$ cat config.mk
export PLATFORM = sky130hd
export DESIGN_NAME = frame_pack_writer
export DESIGN_NICKNAME = d
export VERILOG_FILES = /design/src/rtl/frame_pack_writer.sv
export SDC_FILE = /design/constraint.sdc
export NUM_CORES = 2
export LEC_CHECK = 0
export CORE_AREA = 4 4 647 585
export CTS_BUF_LIST = sky130_fd_sc_hd__clkbuf_4 sky130_fd_sc_hd__clkbuf_8
export CTS_CLUSTER_SIZE = 28
export DETAILED_ROUTE_END_ITERATION = 7
export DIE_AREA = 0 0 651 589
export PLACE_DENSITY_LB_ADDON = 0.12
export SYNTH_ARGS = -nofsm -noshare
export SYNTH_HDL_FRONTEND = slang
export SYNTH_SLANG_ARGS = --single-unit
$ cat constraint.sdc
create_clock -name clk -period 17.6 [get_ports clk]
set_clock_uncertainty 0.2 [all_clocks]
set_input_delay 4.4 -clock clk [delete_from_list [all_inputs] [get_ports clk]]
set_output_delay 4.4 -clock clk [all_outputs]
set_load 0.02 [all_outputs]
$ cat src/rtl/frame_pack_writer.sv
// Packs a 24-bit RGB pixel stream into 128-bit words of eight RGB565 pixels and writes them,
// with their frame-buffer word address, through a small FWFT FIFO to a valid/ready port.
module frame_pack_writer #(
  parameter int                    DATA_WIDTH = 24,
  parameter int                    OUT_WIDTH  = 128,
  parameter int                    H_PIXEL    = 960,
  parameter int                    V_PIXEL    = 540,
  parameter int                    ADDR_WIDTH = 28,
  parameter logic [ADDR_WIDTH-1:0] BASE_ADDR  = '0,
  parameter int                    FIFO_DEPTH = 16
) (
  input  logic                  clk,
  input  logic                  rst,
  input  logic                  frame_i_vs,
  input  logic                  frame_i_hs,
  input  logic                  frame_i_valid,
  input  logic [DATA_WIDTH-1:0] frame_i_data,
  output logic                  wr_valid,
  input  logic                  wr_ready,
  output logic [OUT_WIDTH-1:0]  wr_data,
  output logic [ADDR_WIDTH-1:0] wr_addr,
  output logic                  wr_last,
  output logic                  frame_done,
  output logic                  overflow
);
  localparam int PIX_W   = $clog2(H_PIXEL + 1);
  localparam int LINE_W  = $clog2(V_PIXEL + 1);
  localparam int PTR_W   = $clog2(FIFO_DEPTH);
  localparam int ENTRY_W = OUT_WIDTH + ADDR_WIDTH + 2;
  localparam logic [PIX_W-1:0]      PIX_LAST  = PIX_W'(H_PIXEL - 1);
  localparam logic [LINE_W-1:0]     LINE_LAST = LINE_W'(V_PIXEL - 1);
  localparam logic [PTR_W:0]        DEPTH     = (PTR_W + 1)'(FIFO_DEPTH);
  localparam logic [ADDR_WIDTH-1:0] STRIDE    = ADDR_WIDTH'(H_PIXEL / 8);

  typedef enum logic [1:0] {IDLE, ACTIVE, DONE} state_t;

  state_t                  state, state_next;
  logic                    vs_d, hs_d, vs_rise, hs_rise;
  logic [PIX_W-1:0]        pix;
  logic [LINE_W-1:0]       line;
  logic [2:0]              lane;
  logic [7:0][15:0]        lanes, word_now;
  logic [15:0]             rgb565;
  logic [ADDR_WIDTH-1:0]   addr_now;
  logic                    pix_take, line_close, push_now, last_now, frame_end;
  logic                    push_q;
  logic [ENTRY_W-1:0]      push_entry, head;
  logic [ENTRY_W-1:0]      mem [FIFO_DEPTH];
  logic [PTR_W-1:0]        rd_ptr, wr_ptr;
  logic [PTR_W:0]          count;
  logic                    pop, fifo_write;
  logic                    unused_bits;

  assign vs_rise  = frame_i_vs & ~vs_d;
  assign hs_rise  = frame_i_hs & ~hs_d;
  assign lane     = pix[2:0];
  assign rgb565   = {frame_i_data[23:19], frame_i_data[15:10], frame_i_data[7:3]};
  assign addr_now = BASE_ADDR + ADDR_WIDTH'(line) * STRIDE + ADDR_WIDTH'(pix >> 3);
  assign unused_bits = ^{frame_i_data[18:16], frame_i_data[9:8], frame_i_data[2:0]};

  // NOTE: every always_comb output gets a default first so no path can infer a latch.
  always_comb begin
    pix_take   = 1'b0;
    line_close = 1'b0;
    state_next = state;
    if (state == ACTIVE && !vs_rise) begin
      line_close = hs_rise && (pix != '0);
      pix_take   = !hs_rise && frame_i_valid && (pix <= PIX_LAST);
    end
    push_now  = (pix_take && lane == 3'd7) || (line_close && lane != 3'd0);
    last_now  = line_close || (pix_take && pix == PIX_LAST);
    frame_end = (line == LINE_LAST) && ((pix_take && pix == PIX_LAST) || line_close);
    word_now  = lanes;
    if (pix_take) word_now[lane] = rgb565;
    if (vs_rise)        state_next = ACTIVE;
    else if (frame_end) state_next = DONE;
  end

  // NOTE: sequential state uses non-blocking assignments so every flop sees pre-edge values.
  always_ff @(posedge clk) begin
    if (rst) begin
      state      <= IDLE;
      vs_d       <= 1'b0;
      hs_d       <= 1'b0;
      pix        <= '0;
      line       <= '0;
      lanes      <= '0;
      push_q     <= 1'b0;
      push_entry <= '0;
    end else begin
      state  <= state_next;
      vs_d   <= frame_i_vs;
      hs_d   <= frame_i_hs;
      push_q <= push_now;
      if (push_now)
        push_entry <= {word_now, addr_now, last_now, last_now && (line == LINE_LAST)};
      if (vs_rise) begin
        pix   <= '0;
        line  <= '0;
        lanes <= '0;
      end else if (line_close) begin
        pix   <= '0;
        line  <= line + LINE_W'(1);
        lanes <= '0;
      end else if (pix_take) begin
        pix   <= pix + PIX_W'(1);
        lanes <= (lane == 3'd7) ? '0 : word_now;
      end
    end
  end

  // A full FIFO still accepts a push when the head leaves in the same cycle.
  assign pop        = wr_valid && wr_ready;
  assign fifo_write = push_q && ((count != DEPTH) || pop);
  assign head       = mem[rd_ptr];

  // NOTE: FIFO storage is not reset; pointers and count alone define what is valid.
  always_ff @(posedge clk) begin
    if (fifo_write) mem[wr_ptr] <= push_entry;
  end

  always_ff @(posedge clk) begin
    if (rst) begin
      rd_ptr     <= '0;
      wr_ptr     <= '0;
      count      <= '0;
      frame_done <= 1'b0;
      overflow   <= 1'b0;
    end else begin
      if (pop)        rd_ptr <= rd_ptr + PTR_W'(1);
      if (fifo_write) wr_ptr <= wr_ptr + PTR_W'(1);
      count      <= count + (PTR_W + 1)'(fifo_write) - (PTR_W + 1)'(pop);
      frame_done <= pop && head[0];
      if (vs_rise)                   overflow <= 1'b0;
      else if (push_q && !fifo_write) overflow <= 1'b1;
    end
  end

  // Outputs read as zero whenever nothing is queued.
  assign wr_valid = (count != '0);
  assign wr_data  = wr_valid ? head[ENTRY_W-1 -: OUT_WIDTH] : '0;
  assign wr_addr  = wr_valid ? head[ADDR_WIDTH+1:2] : '0;
  assign wr_last  = wr_valid && head[1];
endmodule

==> summary.md <==
| Metric | Value |
|---|---|
| Outcome | `finished clean` |
| GRT overflow | `0` |
| Syn Area/Cell | `20.7 um^2` |
| Reg2Reg Depth | `10` |
| Worst hold path cell count | `2` |
| I/O Pins | `190` |
| Die Wd | `651 um` |
| Final hold violation count | `0` |
| Total power | `14.2 mW` |
| CTS clk-pin slew, worst paths | `60 ps` |
| Nets | `roughly 5500` |
| Worst setup SP type | `flip-flop` |
| Routed vias/inst | `~4.7` |
| Cell variety after synth | `67` |
| Commonest non-fill, non-tap cell in the layout | `edfxtp_1` |
| Layer with the highest usage | `met2` |
| Cts hold-fix bufs | `0` |
| Drt wl/cell | `27.8 um` |
| Initial core utilization | `0.279` |
| R2R Path Start | `count[3]$_SDFF_PP0_` |
| Dpl hpwl | `between 150000 and 200000 um` |
| Mapped Area | `between 100000 and 150000 um^2` |
| GRT Total Usage | `0.154` |
| Setup_tns | `0 ps` |
| Fin cells | `10800` |
| Share of layout cells above drive strength 1 | `0.285` |
| Worst EP arrival | `6290 ps` |
| Std-Cell Rows | `213` |
| Most frequent cells in the layout | `2368 x edfxtp_1, 739 x mux4_2, 523 x clkbuf_8` |
| Met1 Use GR | `0.219` |
| Setup Buffers After CTS | `0` |
| IO Port Bufs | `~170` |
| Post-CTS sizing | `0` |
| Post-synth EDFFs | `2368` |
| Placed cells | `9943` |
| RSZ-0062 raised after global routing | `false` |
| Vias in the first global route | `54500` |
| Synthesis warning total | `0` |
| Initial antenna violation count | `24` |
| Asr flop ratio synth | `0` |
| Crit end category | `output port` |
| GR Util met3 | `0.0230` |
| Number of H-tree levels | `5` |
| Antenna-violating nets left | `0` |
| Hold Path Class | `flip-flop to flip-flop` |
| Hold Crit Start | `lanes[126]$_SDFFE_PP0P_` |
| Tmin final | `10890 ps` |
| DR pass1 iterations | `5` |
| Power Density | `between 100 and 150 nW/um^2` |
| Post-route DRC | `0` |
| Synth Flop Type | `edfxtp_1` |
| Hold_ws | `254 ps` |
| FILL cells | `35500` |
| Largest net degree at the start of global routing | `between 150 and 200` |
| CTS root buf | `clkbuf_8` |
| Global-route wire length before repair | `421000 um` |
| Hold endpoint | `push_entry[156]$_SDFFE_PP0P_` |
| Fin. max-slew vios | `0` |
| R2r endpoint | `mem[11][99]$_DFFE_PP_` |
| Post-synthesis sequential area ratio | `0.746` |
| Met2 Use GR | `0.246` |
| Max rail drop VDD | `0.0822 mV` |
| Synth-to-Final Area Change | `16.6%` |
| Number of CTS-inserted buffers | `455` |
| Gpl congestion | `between 0.6 and 0.7` |
| Via count | `between 50000 and 60000` |
| Worst slew pin tran | `1270 ps` |
| Relative slew slack | `0.150` |
| Die area | `383000 um^2` |
| 1st-iter DRT viols | `3921` |
| Leak | `41.7 nW` |
| Tcrit/Tclk final | `0.619` |
| Critical path class | `flip-flop to output port` |
| Yosys reg bits | `roughly 2700` |
| CTS tree | `yes` |
| Synth Instances | `about 5000` |
| Max Cap Violations | `0` |
| Max Freq | `91.8 MHz` |
| Clock Tree Buf Depth | `4` |
| Setup slack after placement | `~7700 ps` |
| Worst EP required | `13000 ps` |
| Final setup vio count | `0` |
| CTS Sinks | `around 2700` |
| Register-to-register setup slack | `between 10000 and 15000 ps` |
| CORE AREA | `372000 um^2` |
| Total wire length | `300000 um` |
| CP max FO | `55` |
| Post-route setup slack | `approximately 6700 ps` |
| Die H | `589 um` |
| Clock latency on the worst-skew pair | `approximately 1100 ps` |
[state kept, by name, summed over array words and instances, names as in the netlist, named ones only]
| signal | flops |
|---|---|
| hs_d | 1 |
| lanes | 128 |
| push_entry | 148 |
| count | 5 |
| vs_d | 1 |
| push_q | 1 |
| overflow | 1 |
| state | 2 |
| wr_ptr | 4 |
| rd_ptr | 4 |
| line | 10 |
| pix | 10 |
| frame_done | 1 |
| mem | 2368 |
[logic make-up after synthesis]
| kind of cell | Yosys count | synth area share |
|---|---|---|
| AOI/OAI and AO/OA | 340 | 0.0244 |
| muxes | 854 | 0.171 |
| and+or+nand+nor | 653 | 0.0302 |
| adders and majority gates | 63 | 0.00896 |
| xor gates and xnor gates | 38 | 0.00320 |
| buffers and inverters | 371 | 0.0156 |
| DFF | 2688 | 0.746 |
| other | 1 | 0.0000361 |
[cell usage after synthesis (3+ instances only)]
cell type  count  area, um^2
nor4_2         3        37.5
or2_2          3        18.8
nand3b_1       3        22.5
a2bb2oi_1      3        26.3
a22oi_1      125         938
a211oi_2      10         125
or3_1          5        31.3
buf_4         18         135
o21ai_0        7        35.0
nor3_1         8        40.0
buf_6          4        45.0
fa_1          19         380
clkbuf_1     185         694
a211oi_1     111         833
a311oi_1      18         158
and2_1       155         970
o31ai_1        3        22.5
xnor2_1       24         210
buf_1         16        60.1
nor2_2         3        18.8
dfxtp_1      320        6410
ha_1          44         551
xor2_1        14         123
nand4_1        7        43.8
o21ai_1        5        25.0
and3_1         8        50.1
a21o_1         6        45.0
a21oi_1       33         165
nor4_1         4        25.0
nor2b_1        9        56.3
nand2_1       81         304
nor2_1       325        1220
nand2b_1       5        31.3
mux4_2       739       16600
mux2i_1      115        1150
inv_1         48         180
edfxtp_1    2368       71100
buf_2        100         500
nand3_1       19        95.1
[metal layers]
metal,share of wire,wire length [um]
met2,0.47,141000
met4,0.023,6930
met1,0.47,140000
met3,0.042,12500
met5,0.00018,55
[metrics by stage]
step	instance area, um^2	util
after CTS	121000	0.325
final	121000	0.325
after global routing	121000	0.325
after detailed placement	112000	0.300
after global placement	112000	0.300
after floorplan	104000	-
[where the power goes]
group / switching [mW] / internal, mW / leakage [nW]
combinational: 0.914 / 0.685 / 8.34
sequential: 0.0506 / 6.85 / 28.4
clock: 2.57 / 3.12 / 4.96
[worst max-delay path, cell delays in order, from the launching register on]
cell and delay (ps):
dfxtp_4 920, buf_4 710, buf_4 730, buf_4 860, mux4_2 430, mux4_2 620
and2_1 210, clkdlybuf4s50_1 540
[cell type report]
class	count	area, um^2	area share
Antenna cell	16	40.0	0.000331
Clock buffer	671	8300	0.0686
Clock inverter	183	1080	0.00893
Inverter	48	180	0.00149
Multi-Input combinational cell	1958	24900	0.206
Sequential cell	2688	77500	0.640
Tap cell	4945	6190	0.0511
Timing Repair Buffer	304	2880	0.0238
[worst max-delay path by stage]
stage	endpoint	cells past startpoint	from	slack, ps
after floorplan	mem[3][0]$_DFFE_PP_	5	wr_ready	1590
after global placement	wr_data[23]	7	flip-flop	7600
after detailed placement	wr_data[23]	7	flip-flop	7700
after CTS	wr_data[23]	7	flip-flop	6450
after global routing	wr_data[23]	7	flip-flop	6400
final	wr_data[23]	7	flip-flop	6710
Note: power is estimated with default switching activity, not from simulation.
